[src/rtl/mcpu_ctrl_alu.sv]
// mcpu_ctrl_alu: multicycle control FSM and 32-bit ALU slice for the MIPS-subset CPU.
// Control outputs are a Moore decode of the state register; the ALU path is combinational.
module mcpu_ctrl_alu (
    input  logic        clk,
    input  logic        rst,
    input  logic [31:0] ir_data,
    input  logic [31:0] a_data,
    input  logic [31:0] b_data,
    input  logic [31:0] pc,
    output logic [31:0] alu_out,
    output logic        zero,
    output logic        write_pc,
    output logic        iord,
    output logic        write_mem,
    output logic        write_dr,
    output logic        write_ir,
    output logic        write_c,
    output logic        write_a,
    output logic        write_b,
    output logic        write_reg,
    output logic        memtoreg,
    output logic        regdst,
    output logic [1:0]  pcsource,
    output logic [1:0]  alu_ctrl,
    output logic        alu_srcA,
    output logic [1:0]  alu_srcB,
    output logic [3:0]  state_out,
    output logic [3:0]  insn_type,
    output logic [3:0]  insn_code,
    output logic [2:0]  insn_stage
);

    typedef enum logic [3:0] {
        S_IF       = 4'd0,
        S_ID       = 4'd1,
        S_EX_R     = 4'd2,
        S_EX_I     = 4'd3,
        S_MEM_ADDR = 4'd4,
        S_MEM_RD   = 4'd5,
        S_MEM_WR   = 4'd6,
        S_WB_R     = 4'd7,
        S_WB_I     = 4'd8,
        S_WB_LW    = 4'd9,
        S_BR       = 4'd10,
        S_JMP      = 4'd11
    } state_t;

    localparam logic [3:0] T_R     = 4'h0;
    localparam logic [3:0] T_IARI  = 4'h1;
    localparam logic [3:0] T_LW    = 4'h2;
    localparam logic [3:0] T_SW    = 4'h3;
    localparam logic [3:0] T_BEQ   = 4'h4;
    localparam logic [3:0] T_BNE   = 4'h5;
    localparam logic [3:0] T_J     = 4'h6;
    localparam logic [3:0] T_UNK   = 4'hF;

    localparam logic [1:0] OP_ADD  = 2'b00;
    localparam logic [1:0] OP_SUB  = 2'b01;
    localparam logic [1:0] OP_AND  = 2'b10;
    localparam logic [1:0] OP_OR   = 2'b11;

    state_t      state_r;
    state_t      state_nxt_s;
    state_t      dec_state_s;
    logic [5:0]  op_s;
    logic [5:0]  funct_s;
    logic [31:0] opa_s;
    logic [31:0] opb_s;
    logic        wpc_s, iord_s, wmem_s, wdr_s, wir_s, wc_s, wa_s, wb_s, wreg_s;
    logic        br_s;
    logic        br_take_s;
    logic        unused_ir_bits_s;

    assign op_s    = ir_data[31:26];
    assign funct_s = ir_data[5:0];

    // The jump target is assembled in the PC unit, so these IR bits are not consumed here.
    assign unused_ir_bits_s = ^ir_data[25:16];

    // Instruction class and ALU operation decode from opcode/funct.
    always_comb begin
        insn_type = T_UNK;
        insn_code = 4'd0;
        case (op_s)
            6'h00: begin
                case (funct_s)
                    6'h20:   begin insn_type = T_R;   insn_code = 4'd0; end
                    6'h22:   begin insn_type = T_R;   insn_code = 4'd1; end
                    6'h24:   begin insn_type = T_R;   insn_code = 4'd2; end
                    6'h25:   begin insn_type = T_R;   insn_code = 4'd3; end
                    default: begin insn_type = T_UNK; insn_code = 4'd0; end
                endcase
            end
            6'h08:   begin insn_type = T_IARI; insn_code = 4'd0; end
            6'h0C:   begin insn_type = T_IARI; insn_code = 4'd2; end
            6'h0D:   begin insn_type = T_IARI; insn_code = 4'd3; end
            6'h23:   begin insn_type = T_LW;   insn_code = 4'd0; end
            6'h2B:   begin insn_type = T_SW;   insn_code = 4'd0; end
            6'h04:   begin insn_type = T_BEQ;  insn_code = 4'd1; end
            6'h05:   begin insn_type = T_BNE;  insn_code = 4'd1; end
            6'h02:   begin insn_type = T_J;    insn_code = 4'd0; end
            default: begin insn_type = T_UNK;  insn_code = 4'd0; end
        endcase
    end

    // State register with synchronous reset back to fetch.
    always_ff @(posedge clk) begin
        if (rst) begin
            state_r <= S_IF;
        end else begin
            state_r <= state_nxt_s;
        end
    end

    // Next-state sequencing; unreachable codes fall back to fetch.
    always_comb begin
        state_nxt_s = S_IF;
        case (state_r)
            S_IF: state_nxt_s = S_ID;
            S_ID: begin
                case (insn_type)
                    T_R:          state_nxt_s = S_EX_R;
                    T_IARI:       state_nxt_s = S_EX_I;
                    T_LW, T_SW:   state_nxt_s = S_MEM_ADDR;
                    T_BEQ, T_BNE: state_nxt_s = S_BR;
                    T_J:          state_nxt_s = S_JMP;
                    default:      state_nxt_s = S_IF;
                endcase
            end
            S_EX_R: state_nxt_s = S_WB_R;
            S_EX_I: state_nxt_s = S_WB_I;
            S_MEM_ADDR: begin
                if (insn_type == T_LW) begin
                    state_nxt_s = S_MEM_RD;
                end else if (insn_type == T_SW) begin
                    state_nxt_s = S_MEM_WR;
                end else begin
                    state_nxt_s = S_IF;
                end
            end
            S_MEM_RD: state_nxt_s = S_WB_LW;
            default:  state_nxt_s = S_IF;
        endcase
    end

    // While in reset the selects follow the fetch decode; strobes are masked below.
    assign dec_state_s = rst ? S_IF : state_r;

    // Moore decode of strobes and mux selects.
    always_comb begin
        wpc_s    = 1'b0;
        iord_s   = 1'b0;
        wmem_s   = 1'b0;
        wdr_s    = 1'b0;
        wir_s    = 1'b0;
        wc_s     = 1'b0;
        wa_s     = 1'b0;
        wb_s     = 1'b0;
        wreg_s   = 1'b0;
        br_s     = 1'b0;
        memtoreg = 1'b0;
        regdst   = 1'b0;
        pcsource = 2'b00;
        alu_ctrl = OP_ADD;
        alu_srcA = 1'b0;
        alu_srcB = 2'b00;
        case (dec_state_s)
            S_IF: begin
                wir_s    = 1'b1;
                wpc_s    = 1'b1;
                alu_srcB = 2'b01;
            end
            S_ID: begin
                wa_s     = 1'b1;
                wb_s     = 1'b1;
                wc_s     = 1'b1;
                alu_srcB = 2'b10;
            end
            S_EX_R: begin
                alu_srcA = 1'b1;
                alu_ctrl = insn_code[1:0];
                wc_s     = 1'b1;
            end
            S_EX_I: begin
                alu_srcA = 1'b1;
                alu_srcB = (op_s == 6'h08) ? 2'b10 : 2'b11;
                alu_ctrl = insn_code[1:0];
                wc_s     = 1'b1;
            end
            S_MEM_ADDR: begin
                alu_srcA = 1'b1;
                alu_srcB = 2'b10;
                wc_s     = 1'b1;
            end
            S_MEM_RD: begin
                iord_s = 1'b1;
                wdr_s  = 1'b1;
            end
            S_MEM_WR: begin
                iord_s = 1'b1;
                wmem_s = 1'b1;
            end
            S_WB_R: begin
                regdst = 1'b1;
                wreg_s = 1'b1;
            end
            S_WB_I: wreg_s = 1'b1;
            S_WB_LW: begin
                memtoreg = 1'b1;
                wreg_s   = 1'b1;
            end
            // C keeps the branch target computed in ID; the ALU only compares A and B.
            S_BR: begin
                alu_srcA = 1'b1;
                alu_ctrl = OP_SUB;
                pcsource = 2'b01;
                br_s     = 1'b1;
            end
            S_JMP: begin
                wpc_s    = 1'b1;
                pcsource = 2'b10;
            end
            default: begin
                wpc_s = 1'b0;
            end
        endcase
    end

    // ALU operand muxes and operation.
    always_comb begin
        opa_s = alu_srcA ? a_data : pc;
        case (alu_srcB)
            2'b00:   opb_s = b_data;
            2'b01:   opb_s = 32'd1;
            2'b10:   opb_s = {{16{ir_data[15]}}, ir_data[15:0]};
            2'b11:   opb_s = {16'd0, ir_data[15:0]};
            default: opb_s = b_data;
        endcase
        case (alu_ctrl)
            OP_ADD:  alu_out = opa_s + opb_s;
            OP_SUB:  alu_out = opa_s - opb_s;
            OP_AND:  alu_out = opa_s & opb_s;
            OP_OR:   alu_out = opa_s | opb_s;
            default: alu_out = 32'd0;
        endcase
    end

    assign zero      = (alu_out == 32'd0);
    assign br_take_s = ((insn_type == T_BEQ) & zero) | ((insn_type == T_BNE) & ~zero);

    assign write_pc  = ~rst & (wpc_s | (br_s & br_take_s));
    assign iord      = ~rst & iord_s;
    assign write_mem = ~rst & wmem_s;
    assign write_dr  = ~rst & wdr_s;
    assign write_ir  = ~rst & wir_s;
    assign write_c   = ~rst & wc_s;
    assign write_a   = ~rst & wa_s;
    assign write_b   = ~rst & wb_s;
    assign write_reg = ~rst & wreg_s;
    assign state_out = state_r;

    // Phase tag of the current state.
    always_comb begin
        case (state_r)
            S_IF:                      insn_stage = 3'd0;
            S_ID:                      insn_stage = 3'd1;
            S_EX_R, S_EX_I, S_MEM_ADDR,
            S_BR, S_JMP:               insn_stage = 3'd2;
            S_MEM_RD, S_MEM_WR:        insn_stage = 3'd3;
            S_WB_R, S_WB_I, S_WB_LW:   insn_stage = 3'd4;
            default:                   insn_stage = 3'd0;
        endcase
    end

endmodule

[config.mk]
export PLATFORM = sky130hd
export DESIGN_NAME = mcpu_ctrl_alu
export DESIGN_NICKNAME = d
export VERILOG_FILES = /design/src/rtl/mcpu_ctrl_alu.sv
export SDC_FILE = /design/constraint.sdc
export NUM_CORES = 1
export LEC_CHECK = 0
export CORE_ASPECT_RATIO = 1.4
export CORE_MARGIN = 5
export CORE_UTILIZATION = 51
export CTS_CLUSTER_DIAMETER = 30
export DETAILED_ROUTE_END_ITERATION = 10
export GPL_ROUTABILITY_DRIVEN = 0
export GPL_TIMING_DRIVEN = 0
export PLACE_DENSITY = 0.86
export SLEW_MARGIN = 40
export SYNTH_ARGS = -nofsm -noshare
export SYNTH_HDL_FRONTEND = slang
export SYNTH_SLANG_ARGS = --single-unit
[constraint.sdc]
create_clock -name clk -period 21.8 [get_ports clk]
set_input_delay 2.18 -clock clk [delete_from_list [all_inputs] [get_ports clk]]
set_output_delay 2.18 -clock clk [all_outputs]
set_load 0.03 [all_outputs]
# Word-level counts from Yosys, hierarchy flattened

Memory sizes are Yosys's and may differ from the RTL's. A register that Yosys moved wholly into a read port is not among the register bits.
Cells that the tools add are included.

Bits in registers: 4
Memory bits (read-only): 48
Bits of input ports: 130
Word-level logic and storage cells: 109
Memories kept: 1

Add/sub/neg operators: 2
Eq/ne operators: 40
Muxes and demuxes: 29
Bitwise operators: 17
Reductions and logical operators: 19

Memory list:

| memory           | depth | bits a word | read ports | clocked after memory_dff | wr ports | line | source |
|---|---|---|---|---|---|---|---|
| (name not given) | 16    | 3           | 1          | 1                        | 0        | 264  | `case (state_r)` |

Operators with widths:

| operator                                                              | count |
|---|---|
| 32-bit case mux with 4 select lines                                   | 2 |
| 4-bit by 3-bit equality test with 1-bit output, second input constant | 9 |
| 6-bit equality test, second input constant                            | 6 |
| 32-bit adder                                                          | 1 |
| 32-bit bitwise AND                                                    | 1 |
| 32-bit logical NOT                                                    | 1 |
| 32-bit 2-to-1 mux                                                     | 1 |
| 32-bit OR                                                             | 1 |
| 32-bit subtractor                                                     | 1 |
| 4-bit case mux with 7 select lines                                    | 1 |
| 4-bit by 2-bit equality test with 1-bit output, second input constant | 6 |
| 4-bit case mux with 6 select lines                                    | 1 |
| 4-bit case mux with 5 select lines                                    | 1 |
| 6-bit by 4-bit equality test with 1-bit output, second input constant | 3 |
| 4-bit equality test, second input constant                            | 4 |
| 4-bit case mux with 4 select lines                                    | 1 |
| 2-bit OR reduction                                                    | 7 |
| 1-bit 2-to-1 mux                                                      | 13 |
| 4-bit by 1-bit equality test with 1-bit output, second input constant | 3 |
| 6-bit by 3-bit equality test with 1-bit output, second input constant | 2 |
| 4-bit logical NOT                                                     | 3 |
| 4-bit 2-to-1 mux                                                      | 3 |
| 2-bit case mux with 3 select lines                                    | 2 |
| 4-bit OR reduction                                                    | 3 |
| other kinds (11)                                                      | 31 |

# Logic depth before layout (Yosys ltp)

Gate-level depths: netlist (run 1).

Depth in word-level cells: 15
Gate-level depth with buffers: 28
Gate-level depth less buffers: 25

# Worst setup path before layout (run 1)

No wires, ideal clock.

Kind: input -> output
Start: input ir_data[31]
End: output zero
Arrival: 9.030 ns
Required time: 19.620 ns
Setup slack: 10.590 ns
Stages on the path: 25
Path buffers: 7
Cell sequence: buf_4 > or3_4 > or4_4 > buf_6 > buf_2 > buf_1 > clkbuf_1 > clkbuf_1 > nand2_1 > clkbuf_1 > nand2_1 > o21ai_0 > inv_1 > ha_1 > nor2b_1 > o31ai_1 > a32oi_1 > a21oi_1 > xor2_1 > mux2i_1 > or4_1 > or4_1 > a2111oi_2 > or4b_1 > nor4bb_1

Longest elaborated chain between the ends: 8

RTL lines:

| item                                           | line | source |
|---|---|---|
| start, declared                                | 6    | `input logic [31:0] ir_data,` |
| 6-bit by 4-bit equality test with 1-bit output | 186  | `alu_srcB = (op_s == 6'h08) ? 2'b10 : 2'b11;` |
| 1-bit 2-to-1 mux                               | 186  |  |
| 2-bit case mux with 3 select lines             | 167  | `case (dec_state_s)` |
| 2-bit equality test (tied with other cells)    | 232  | `case (alu_srcB)` |
| 32-bit case mux with 4 select lines            | 232  |  |
| 32-bit subtractor (tied with other cells)      | 241  | `OP_SUB: alu_out = opa_s - opb_s;` |
| 32-bit case mux with 4 select lines (*)        | 239  | `case (alu_ctrl)` |
| net alu_out[11]                                | 10   | `output logic [31:0] alu_out,` |
| 32-bit logical NOT (*)                         | 248  | `assign zero = (alu_out == 32'd0);` |
| end, declared                                  | 11   | `output logic zero,` |

The timed path passes the listed nets; every way through them passes the cells marked *.

# Final worst setup path (run 1)

Start: input ir_data[1]
End: output zero

Longest elaborated chain between the ends: 7

RTL lines:

| item                                                      | line |
|---|---|
| branches (longest 5 deep; another with 32-bit subtractor) | - |
| 32-bit case mux with 4 select lines (*)                   | 239 |
| 32-bit logical NOT (*)                                    | 248 |

Every way passes the cells marked *.

==> flow_summary.yaml, run 1 <==
global_route:
  grt_util_met2_pct: 61.1
  antenna_found_initial: 0
  grt_pass1_vias: 7576
  gr-total-overflow: 0
  grt_pass1_wl_mm: 38.4
  grt_use_met3_pct: 7.65
  busiest_layer: "met2"
  grt_use_total_pct: 36.2
  grt_max_degree: 11
  use_met1_pct: 39.4
routing:
  dr_total_vias: 7932
  routed_via_density: 6.71
  routed_wl_mm: 24.9
  dr.pass1.iters: 6
  drt_iter0_drc: 822
  route.detailed.drc: 0
  antenna_left: 0
  drt-wirelength-per-cell_um: 21.1
die:
  initial_core_util_pct: 51.4
  die_h_um: 133
  io-pin-count: 196
  fp.coreArea_um2: 10700
  rows: 45
  dieArea_um2: 13000
  die_w_um: 97.8
final_layout:
  area_growth_pct: 37.5
  diodes: 0
  post-route-cell-area_um2: 7560
  final_nets: 1209
  final_util_pct: 70.7
  final_cells: 1182
  drive_above_1_share_pct: 5.76
  n_fill_cell: 947
synthesis:
  yosysMostFrequentCell: "nand2_1"
  synth_top_area_cell: "ha_1"
  synth_top_family_by_area: "compound AO/OA/AOI/OAI gates"
  synth_compound_area_share_pct: 37.1
  synthTopCellsByCount: "nand2_1, a21oi_1, o21ai_0"
  synthCells: 857
  synth_top_area_share_pct: 8.19
  ys_top_cells_by_area: "ha_1, a21oi_1, o21ai_0, nand2_1, nor2_1"
  syn_area_per_cell_um2: 6.42
  synth_xor_area_share_pct: 6.05
  synth_simple_gate_area_share_pct: 28.7
  ys_seq_area_share_pct: 2.55
  ys_ff_latch: 7
  netlist_area_um2: 5500
  synth-main-ff-cell: "dfxtp_1"
  synth_mux_area_share_pct: 7.05
  yosysWarnings: 0
  synthAdderAreaFrac_pct: 11.5
  synth-async-reset-ratio_pct: 0
  synth_edf_count: 0
  synth_cell_type_count: 90
place:
  placed_cells: 1178
  dp_hpwl_mm: 20.0
  numPortBuffers: 178
  dpl_cell_area_um2: 7480
sta:
  min_period_ns: 13.73
  tightest_slew_ns: 0.814
  post-route-period-util_pct: 63.0
  finalHoldViolCount: 0
  max-slew-margin-rel_pct: 45.7
  slew_violations: 0
  setup_violations: 0
  hold_slack_ns: 0.904
  fmax_mhz: 72.9
  worst_clock_skew_ns: 0.00233
  rsz0062_at_grt: "no"
  setup_tns_ns: 0
flow_run:
  cap_violations: 0
power_and_ir_drop:
  peakVddDrop_v: 0.0000556
  p_seq_share_pct: 4.3
  cellLeakagePower_nw: 2.98
  power_switching_w: 0.000184
  p_comb_share_pct: 86.4
  p_sw_share_pct: 53.8
  powerDensity_nw_per_um2: 45.2
  internal-power_w: 0.000158
  clkPwrFrac_pct: 9.3
clock_network:
  cts_buffers: 3
  cts_root_buf: "clkbuf_16"
  post_cts_buffers: 0
  clockBufferDepth: 2
  ctsHoldBuffers: 0
  postCtsResizedCells: 0
  htreeDepth: 1
  worstSkewPairLatency_ns: 0.23
  cts_sinks: 7
  clk_pin_slew_worst_paths_ns: 0.04
  tritoncts: "yes"
outcome:
  outcome: "complete, no violations"
critical_path:
  path_class: "input port to output port"
  worstPathMaxFanout: 10
  rr_startpoint: "state_out[3]"
  arrival_ns: 11.55
  cp-startpoint: "ir_data[1]"
  worstSetupStartpointType: "input port"
  worstPathRequired_ns: 19.62
  crit_path_end_kind: "output port"
worst_hold_path:
  min-delay-start: "state_out[0]"
  hold_class: "register to register"
state kept, by name, indices dropped and copies added (netlist names):
| signal | cells |
|---|---|
| state_out | 4 |
| insn_stage | 3 |
power by group through the flow:
stage	sequential (W)	clock, W	combinational, W
3_3_place_gp	0.0000148	0	0.000284
6_report	0.0000147	0.0000318	0.000295
5_1_grt	0.0000148	0.0000329	0.000314
3_5_place_dp	0.0000148	0	0.000287
2_1_floorplan	0.0000163	0	0.000180
4_1_cts	0.0000147	0.0000318	0.000289
cells in the final DEF, fill, tap and decap left out, drive strengths merged, types with 8 or more instances in the layout:
| cell | instances |
|---|---|
| nand2 | 100 |
| maj3 | 16 |
| o22ai | 8 |
| nor2b | 15 |
| xnor2 | 20 |
| mux2 | 14 |
| mux2i | 23 |
| clkdlybuf4s50 | 178 |
| nand4 | 8 |
| clkbuf | 32 |
| nand2b | 9 |
| xor2 | 18 |
| a22oi | 18 |
| buf | 24 |
| inv | 36 |
| a21o | 11 |
| or4 | 8 |
| o31ai | 15 |
| o21ai | 82 |
| nor3 | 32 |
| ha | 36 |
| o21a | 11 |
| a21oi | 80 |
| a31oi | 19 |
| nor4 | 15 |
| nor2 | 66 |
| and3 | 8 |
| o211ai | 9 |
| nand3 | 22 |
through the flow:
step,worst slack (ns),power [W]
after floorplan,10.59,0.000196
after global placement,8.39,0.000298
after detailed placement,8.42,0.000302
after CTS,8.35,0.000335
after global routing,7.75,0.000362
final,8.07,0.000342
logic make-up after synthesis:
kind of cell / Yosys count
simple gates: 318
compound gates: 315
buf+inv: 88
fa+ha+maj: 53
xor+xnor: 38
mux: 37
flops: 7
other cells: 1
per-layer routing:
metal  share of wire, %  vias to the layer above
met2                 46                      647
met3                 12                      173
met5                  0                        -
li1                   -                     3614
met1                 34                     3498
met4                8.7                        0
final cells by class:
class                   count  area, µm²  area share [%]
plain buffers              51        249            3.29
flip-flops and latches      7        140            1.85
multi-input cells         763       4990            66.0
clock buffers               4       78.8            1.04
repair buffers            179       1790            23.6
inverters                  37        139            1.84
well taps                 141        176            2.33
worst paths after layout:
path	end	slack, ns	cells after the start
hold reg to reg	state_out[0]	0.90	3
setup reg to reg	insn_stage[0]	19.29	9
hold / removal	state_out[0]	0.90	3
setup / recovery	zero	8.07	27
worst max-delay path: stages:
cell and delay (ns):
clkdlybuf4s50_1 0.62, nor2b_1 0.10, a32oi_1 0.27, or4_4 0.19
buf_6 0.15, buf_2 0.26, buf_1 0.58, clkbuf_1 0.56
clkbuf_1 0.53, nand2_1 0.44, clkbuf_1 0.36, nand2_1 0.13
o21ai_0 0.21, inv_1 0.12, ha_1 0.22, nor2b_1 0.14
o31ai_1 0.47, a32oi_1 0.31, xor2_1 0.20, a22oi_1 0.35
o211ai_1 0.18, or4_1 0.60, or4_1 0.55, a2111oi_2 0.33
or4b_1 0.47, nor4bb_1 0.28, clkdlybuf4s50_1 0.73
(Power assumes the default switching activity.)
==> inputs of run 2 (changes only) <==
--- a/config.mk
+++ b/config.mk
@@ -7,12 +7,12 @@
 export LEC_CHECK = 0
 export CORE_ASPECT_RATIO = 1.4
 export CORE_MARGIN = 5
-export CORE_UTILIZATION = 51
+export CORE_UTILIZATION = 48
 export CTS_CLUSTER_DIAMETER = 30
 export DETAILED_ROUTE_END_ITERATION = 10
 export GPL_ROUTABILITY_DRIVEN = 0
 export GPL_TIMING_DRIVEN = 0
-export PLACE_DENSITY = 0.86
+export PLACE_DENSITY = 0.82
 export SLEW_MARGIN = 40
 export SYNTH_ARGS = -nofsm -noshare
 export SYNTH_HDL_FRONTEND = slang
==> constraint.sdc (replaced) <==
create_clock -name clk -period 13.7 [get_ports clk]
set_input_delay 1.37 -clock clk [delete_from_list [all_inputs] [get_ports clk]]
set_output_delay 1.37 -clock clk [all_outputs]
set_load 0.03 [all_outputs]
==> run 2 against run 1 <==
  * The run now ends with DRC left
  * Register-to-register slack got worse by 7.9 ns
  * Clock skew decreased by 0.0013 ns
  * Flip-flop and latch count unchanged
  * Setup slack got worse by 6.5 ns
  * Sequential power increased by 59%
  * Final cell count increased by 0.25%
  * Utilization decreased by 3.6 points
  * Critical endpoint unchanged
  * Largest power group unchanged
  * Highest routed layer unchanged
==> flow_summary.yaml, run 2 (same netlist as run 1, synthesis figures left out) <==
global_route:
  antenna_found_initial: 0
  grt_use_total_pct: 33.8
  grt_max_degree: 11
  gr-total-overflow: 0
  grt_pass1_wl_mm: 37.5
  grt_pass1_vias: 7450
routing:
  routed_wl_mm: 24.3
  dr_total_vias: 7775
  dr.pass1.iters: 8
  drt_iter0_drc: 624
  routed_via_density: 6.56
  route.detailed.drc: 1
  drt-wirelength-per-cell_um: 20.5
  antenna_left: 0
sta:
  setup_violations: 0
  worst_clock_skew_ns: 0.00102
  max-slew-margin-rel_pct: 40.1
  setup_tns_ns: 0
  tightest_slew_ns: 0.899
  slew_violations: 0
  finalHoldViolCount: 0
  post-route-period-util_pct: 88.2
  fmax_mhz: 82.7
  rsz0062_at_grt: "no"
  min_period_ns: 12.09
clock_network:
  post_cts_buffers: 0
  tritoncts: "yes"
  clk_pin_slew_worst_paths_ns: 0.04
  cts_buffers: 3
  worstSkewPairLatency_ns: 0.23
  htreeDepth: 1
  clockBufferDepth: 2
  cts_root_buf: "clkbuf_16"
  cts_sinks: 7
  ctsHoldBuffers: 0
  postCtsResizedCells: 0
critical_path:
  cp_common_cell: "clkbuf_1"
  worstPathRequired_ns: 12.33
  crit_family: "buffers and inverters"
  worstSetupStartpointType: "input port"
  worstPathMaxFanout: 10
  critPathSlowestCell: "clkdlybuf4s50_1"
  crit_buf_inv: 9
  path_class: "input port to output port"
  slowest_delay_ns: 0.73
  arrival_ns: 10.72
  crit_path_end_kind: "output port"
power_and_ir_drop:
  power_w: 0.000538
  cellLeakagePower_nw: 2.98
  powerDensity_nw_per_um2: 71.1
  peakVddDrop_v: 0.0000884
die:
  io-pin-count: 196
  die_w_um: 100
  dieArea_um2: 13700
  fp.coreArea_um2: 11300
  rows: 46
  die_h_um: 137
  initial_core_util_pct: 48.8
final_layout:
  diodes: 0
  multi_input_area_um2: 4990
  n_fill_cell: 1066
  final_cell_mix: "clkdlybuf4s50_1, nand2_1, a21oi_1"
  largest_register_ff_count: 4
  area_growth_pct: 37.5
  drive_above_1_share_pct: 5.76
  seqCellArea_um2: 140
  mostFrequentLayoutCell: "clkdlybuf4s50_1"
  final_nets: 1209
place:
  numPortBuffers: 178
  dp_hpwl_mm: 19.9
flow_run:
  cap_violations: 0
worst_hold_path:
  hold_class: "register to register"
outcome:
  outcome: "complete, but fails checks"
  violations: "DRC"
[run 2: cell types whose count changed in the layout (fill, tap and decap cells not counted), sizes merged]
cell	before	now
buf	24	23
clkbuf	32	33
[run 2: report_power, final]
part           internal, W   total, W  switching, W  leakage (nW)
clock            0.0000388  0.0000503     0.0000116        0.0382
sequential       0.0000219  0.0000233    0.00000142        0.0572
combinational     0.000190   0.000464      0.000274          2.89
total             0.000251   0.000538      0.000287          2.98
[run 2: metal layers]
metal | wire length [µm] | GRT usage [%]
met2 | 11500 | 58.3
met3 | 2390 | 5.56
met1 | 8560 | 37.6
met5 | 0 | 0
met4 | 1810 | 22.8
[run 2: path summary, 6_finish.rpt]
| path | startpoint | endpoint | slack [ns] | cells past startpoint |
|---|---|---|---|---|
| hold / removal | state_out[0] | state_out[0] | 0.83 | 3 |
| setup / recovery | ir_data[2] | zero | 1.61 | 27 |
| hold reg to reg | state_out[0] | state_out[0] | 0.83 | 3 |
| setup reg to reg | state_out[3] | insn_stage[0] | 11.34 | 9 |
[run 2: worst min-delay path, stage by stage, from the launching register on]
cell	delay (ns)
dfxtp_1	0.38
nand2b_1	0.16
a31oi_1	0.13
nor2b_1	0.12
[run 2: area by class of cell]
| type | instances | area share (%) |
|---|---|---|
| flip-flops and latches | 7 | 1.85 |
| repair buffers | 179 | 23.6 |
| multi-input cells | 763 | 66.0 |
| plain buffers | 51 | 3.29 |
| inverters | 37 | 1.84 |
| well taps | 144 | 2.38 |
| clock buffers | 4 | 1.04 |
[run 2: stage by stage]
step                      utilization, %  area, µm²  hold slack, ns  std cells  setup slack, ns
after floorplan                        -       5510           0.837        858             4.11
after global placement              66.2       7470           0.770       1180             1.92
after detailed placement            66.3       7480           0.785       1180             1.89
after CTS                           67.0       7560           0.803       1184             1.88
after global routing                67.1       7570           0.906       1185             1.39
final                               67.1       7570           0.830       1185             1.61
